===== src/rtl/validity_tracker.sv =====
// Windowed match/miss counter with consecutive-miss alarm; outputs registered, 1-cycle latency.
// Optional VALIDITY_ALARM_STICKY_EN: when defined, ALARM exits only through clear or reset.
module validity_tracker #(
  parameter int WINDOW     = 16,
  parameter int MISS_LIMIT = 3,
  parameter int CW         = 8
) (
  input  logic          clk,
  input  logic          reset,
  input  logic          enable,
  input  logic          validity_in,
  input  logic          clear,
  input  logic          rd_req,
  output logic          rd_ack,
  output logic [CW-1:0] match_count,
  output logic [CW-1:0] miss_count,
  output logic          window_done,
  output logic          alarm,
  output logic [1:0]    state
);

  typedef enum logic [1:0] {
    IDLE  = 2'd0,
    COUNT = 2'd1,
    HOLD  = 2'd2,
    ALARM = 2'd3
  } state_t;

  state_t        state_q, state_d;
  logic [CW-1:0] consec_q;
  logic [CW-1:0] match_d, miss_d, consec_d;
  logic          rd_ack_d, window_done_d, alarm_d;
  logic [CW-1:0] match_inc, miss_inc, consec_inc;
  logic          limit_hit, window_hit;

  // Candidate counter values if the current cycle is taken as a sample.
  always_comb begin
    match_inc  = match_count + CW'(validity_in);
    miss_inc   = miss_count + CW'(!validity_in);
    consec_inc = validity_in ? '0 : consec_q + CW'(1);
    limit_hit  = (consec_inc == CW'(MISS_LIMIT));
    window_hit = ((match_inc + miss_inc) == CW'(WINDOW));
  end

  always_ff @(posedge clk or negedge reset) begin
    if (!reset) begin
      state_q <= IDLE;
    end else begin
      state_q <= state_d;
    end
  end

  always_comb begin
    state_d = state_q;
    if (clear) begin
      state_d = IDLE;
    end else begin
      case (state_q)
        IDLE:  if (enable) state_d = COUNT;
        COUNT: begin
          // Alarm takes precedence when the limit-hitting sample also completes the window.
          if (enable) begin
            if (limit_hit)       state_d = ALARM;
            else if (window_hit) state_d = HOLD;
          end
        end
        HOLD:  if (rd_req) state_d = enable ? COUNT : IDLE;
        ALARM: begin
`ifdef VALIDITY_ALARM_STICKY_EN
          state_d = ALARM;
`else
          if (enable && validity_in) state_d = COUNT;
`endif
        end
        default: state_d = IDLE;
      endcase
    end
  end

  always_comb begin
    match_d       = match_count;
    miss_d        = miss_count;
    consec_d      = consec_q;
    rd_ack_d      = !clear && (state_q == HOLD) && rd_req;
    window_done_d = (state_d == HOLD);
    alarm_d       = (state_d == ALARM);
    if (clear || state_d == IDLE) begin
      match_d  = '0;
      miss_d   = '0;
      consec_d = '0;
    end else if (state_q == COUNT && enable) begin
      match_d  = match_inc;
      miss_d   = miss_inc;
      consec_d = consec_inc;
    end else if (state_q != COUNT && state_d == COUNT) begin
      // Leaving HOLD after a read, or recovering from ALARM: start a fresh window.
      match_d  = '0;
      miss_d   = '0;
      consec_d = '0;
    end
  end

  always_ff @(posedge clk or negedge reset) begin
    if (!reset) begin
      match_count <= '0;
      miss_count  <= '0;
      consec_q    <= '0;
      rd_ack      <= 1'b0;
      window_done <= 1'b0;
      alarm       <= 1'b0;
    end else begin
      match_count <= match_d;
      miss_count  <= miss_d;
      consec_q    <= consec_d;
      rd_ack      <= rd_ack_d;
      window_done <= window_done_d;
      alarm       <= alarm_d;
    end
  end

  assign state = state_q;

endmodule


===== config.mk =====
export PLATFORM = sky130hd
export DESIGN_NAME = validity_tracker
export DESIGN_NICKNAME = d
export VERILOG_FILES = /design/src/rtl/validity_tracker.sv
export SDC_FILE = /design/constraint.sdc
export NUM_CORES = 1
export LEC_CHECK = 0
export ABC_CLOCK_PERIOD_IN_PS = 3000
export BUFFER_PORTS_ARGS = -buffer_cell sky130_fd_sc_hd__buf_2
export CAP_MARGIN = 0
export CORE_ASPECT_RATIO = 1.1
export CORE_MARGIN = 2
export CORE_UTILIZATION = 57
export DETAILED_ROUTE_END_ITERATION = 12
export PLACE_DENSITY = 0.8
export SYNTH_ARGS = -nofsm -noshare
export SYNTH_HDL_FRONTEND = slang
export SYNTH_SLANG_ARGS = --single-unit

===== constraint.sdc =====
create_clock -name clk -period 3 [get_ports clk]
set_input_delay 0.15 -clock clk [delete_from_list [all_inputs] [get_ports clk]]
set_output_delay 0.15 -clock clk [all_outputs]
set_load 0.05 [all_outputs]

==> flow_summary_export.csv <==
group,metric,value,unit
yosys,ys_ff_latch,29,
floorplan,coreArea,3074,µm²
route,wl_met3,156,µm
worst_setup_path,critPathArrivalTime,3.17,ns
power,power.total,0.6883,mW
yosys,seq_area_frac_synth,0.3940,
global_routing,grt_max_degree,30,
cts,h-tree-depth,2,
route,met2_length,2059,µm
global_routing,grt_pass1_wl,6948,µm
cts,cts_tree,"done",
finish,layout-drive-gt1-share,0.2232,
cts,clk_path_buf_depth,2,
yosys,yosys_warnings,0,
timing,fin_crit,2.960,ns
floorplan,die_w,58.20,µm
route,wl,4140,µm
finish,final_core_util,0.7013,
power,power_density,319.3,nW/µm²
worst_setup_path,worst_setup_path_end_kind,"flip-flop",
worst_setup_path,start_kind,"flip-flop",
cts,root_buffer,"clkbuf_4",
route,drc,0,
timing,worst_pin_slew,0.8715,ns
floorplan,die-area,3703,µm²
job,drv_cap,0,
placement,port-buffer-count,26,
finish,area_growth_syn_to_layout,17.05,%
route,num_vias,1598,
timing,setup_viol,0,
floorplan,ios,27,
power,leakage,1.057,nW
placement,dp_hpwl,2908,µm
power,ir_drop,0.2743,mV
route,ant_nets,0,
cts,clk_pin_slew_worst_paths,0.10,ns
route,firstDrtPassIters,4,
cts,cts_num_sinks,29,
yosys,synth_ff_type,"dfrtp_1",
cts,clkLatencyLatePin,0.33,ns
yosys,async_flop_share,1.000,
worst_setup_path,crit_required,3.21,ns
timing,finalSetupTns,0,ns
finish,fill_cells,214,
route,drt_iter0_markers,64,
floorplan,dieHeight,63.62,µm
global_routing,antenna_found_initial,0,
route,wl_per_cell,16.05,µm
finish,nets,242,
worst_setup_path,critical_path_class,"reg -> reg",
route,top_layer,"met4",
route,wirelength_met1,1866,µm
global_routing,grt_pass1_vias,1530,
yosys,syn_inst,194,
worst_setup_path,cp_max_fo,5,
timing,fmax,337.8,MHz
run_status,status,"complete, no violations",
floorplan,start_util,0.5991,
timing,hold_viol,0,
placement,gp_congestion,0.9311,
yosys,synth.avg_cell_area,9.494,µm²
global_routing,grt_util_all_layers,0.2470,
yosys,ys_types,39,
min_path,min_path_type,"in -> reg",
cts,cts_buffers,5,
timing,fin_worst_skew,0.01095,ns
timing,timing.final.crit_share,0.9867,
yosys,synth_area,1842,µm²
yosys,syn-num-nets,213,
global_routing,grt_overflow_total,0,
floorplan,num_rows,21,
finish,n_antenna_cell,0,
timing,max_slew_margin,0.4190,
route,vias_per_cell,6.194,
timing,slew_viol_final,0,
yosys,synth-edff-count,0,
-- registers in the layout, summed over array words and instances, names as in the netlist --
name         count
state            2
miss_count       8
window_done      1
consec_q         8
match_count      8
alarm            1
rd_ack           1
-- synthesized netlist by cell type, types with 4 or more instances --
master,instances,area share
dfrtp_1,29,0.39
a22o_1,13,0.062
nand2_1,13,0.026
nor2_1,13,0.026
o21ai_0,13,0.035
ha_1,12,0.082
nand3_1,11,0.030
xnor2_1,11,0.052
xor2_1,11,0.052
a21oi_1,8,0.022
clkbuf_1,7,0.014
o21ai_1,5,0.014
and3_1,4,0.014
o31ai_1,4,0.016
-- per-stage QoR --
stage / hold slack, ns / area [µm²] / std cells / setup slack (ns)
after global routing: 0.06072 / 2156 / 258 / -0.05105
after global placement: 0.2008 / 1988 / 246 / 0.1448
after detailed placement: 0.2196 / 1988 / 246 / -0.02938
after CTS: 0.04887 / 2087 / 255 / 0.02012
after floorplan: -0.1456 / 1844 / 194 / 0.07770
final: 0.06117 / 2156 / 258 / 0.03992
-- critical path, cell delays in order, from the launching register on --
cell and delay, ns:
dfrtp_2 0.42, ha_2 0.20, ha_4 0.18, xor2_1 0.17, ha_1 0.38, xor2_1 0.19, or4_4 0.50, a2111oi_4 0.32
nand3_2 0.14, o41a_1 0.33
-- cells in the final DEF (no fill, tap or decap), types with 3 or more instances in the layout --
master    synthesis  layout
a21oi_1           8       8
a22o_1           13      13
a31oi_1           3       3
and3_1            4       4
buf_2             2      26
buf_4             0       4
clkbuf_4          0       5
dfrtp_1          29      27
ha_1             12       8
ha_4              0       3
inv_1             3       3
nand2_1          13      13
nand3_1          11       9
nand4_1           3       3
nor2_1           13      12
o21ai_0          13      13
o21ai_1           5       5
o31ai_1           4       4
xnor2_1          11      11
xor2_1           11      10
-- power by group --
group | leakage, nW | switching, mW | internal (mW)
Sequential | 0.400 | 0.00308 | 0.393
Clock | 0.0320 | 0.140 | 0.0891
Combinational | 0.625 | 0.0422 | 0.0204
Total | 1.06 | 0.186 | 0.502
-- final timing paths --
kind                                from             to  slack [ns]  cells past startpoint
min reg2reg                  consec_q[7]    consec_q[7]        0.53                      1
max reg2reg                miss_count[0]       state[0]        0.04                      9
min                                clear         rd_ack        0.06                      2
min in group asynchronous          reset  miss_count[7]        0.36                      2
max                        miss_count[0]       state[0]        0.04                      9
max in group asynchronous          reset  miss_count[0]        2.18                      2
-- kinds of logic after synthesis --
kind of cell / after synthesis / share of synthesized area
muxes: 1 / 0.005435
and+or+nand+nor: 60 / 0.1658
adders and majority gates: 13 / 0.09239
AOI/OAI and AO/OA: 57 / 0.2120
buffers and inverters: 12 / 0.02582
xor gates and xnor gates: 22 / 0.1046
DFF: 29 / 0.3940
-- metal layers --
metal  vias to the layer above  GRT usage
met5                         -          0
met4                         0    0.09593
met3                         6    0.06160
met2                        45     0.3949
met1                       777     0.3179
li1                        770          -
-- cell type report --
cell class	count	area (µm²)	share of cell area
inverter	3	11.26	0.005223
tap	34	42.54	0.01973
clock inverter	2	10.01	0.004643
clock buffer	6	41.29	0.01915
timing repair buffer	31	170.2	0.07893
sequential	29	728.2	0.3378
multi-input combinational	153	1152	0.5345
-- what timing repair did --
| action | CTS | global route |
|---|---|---|
| endpoints found under the setup margin | 2 | 3 |
| pin swaps | 1 | 4 |
| buffers inserted | 0 | 3 |
| endpoints found under the hold margin | 29 | 0 |
| hold buffers | 1 | 0 |
| resized for setup | 4 | 9 |
Power figures use the tool's default switching activity.
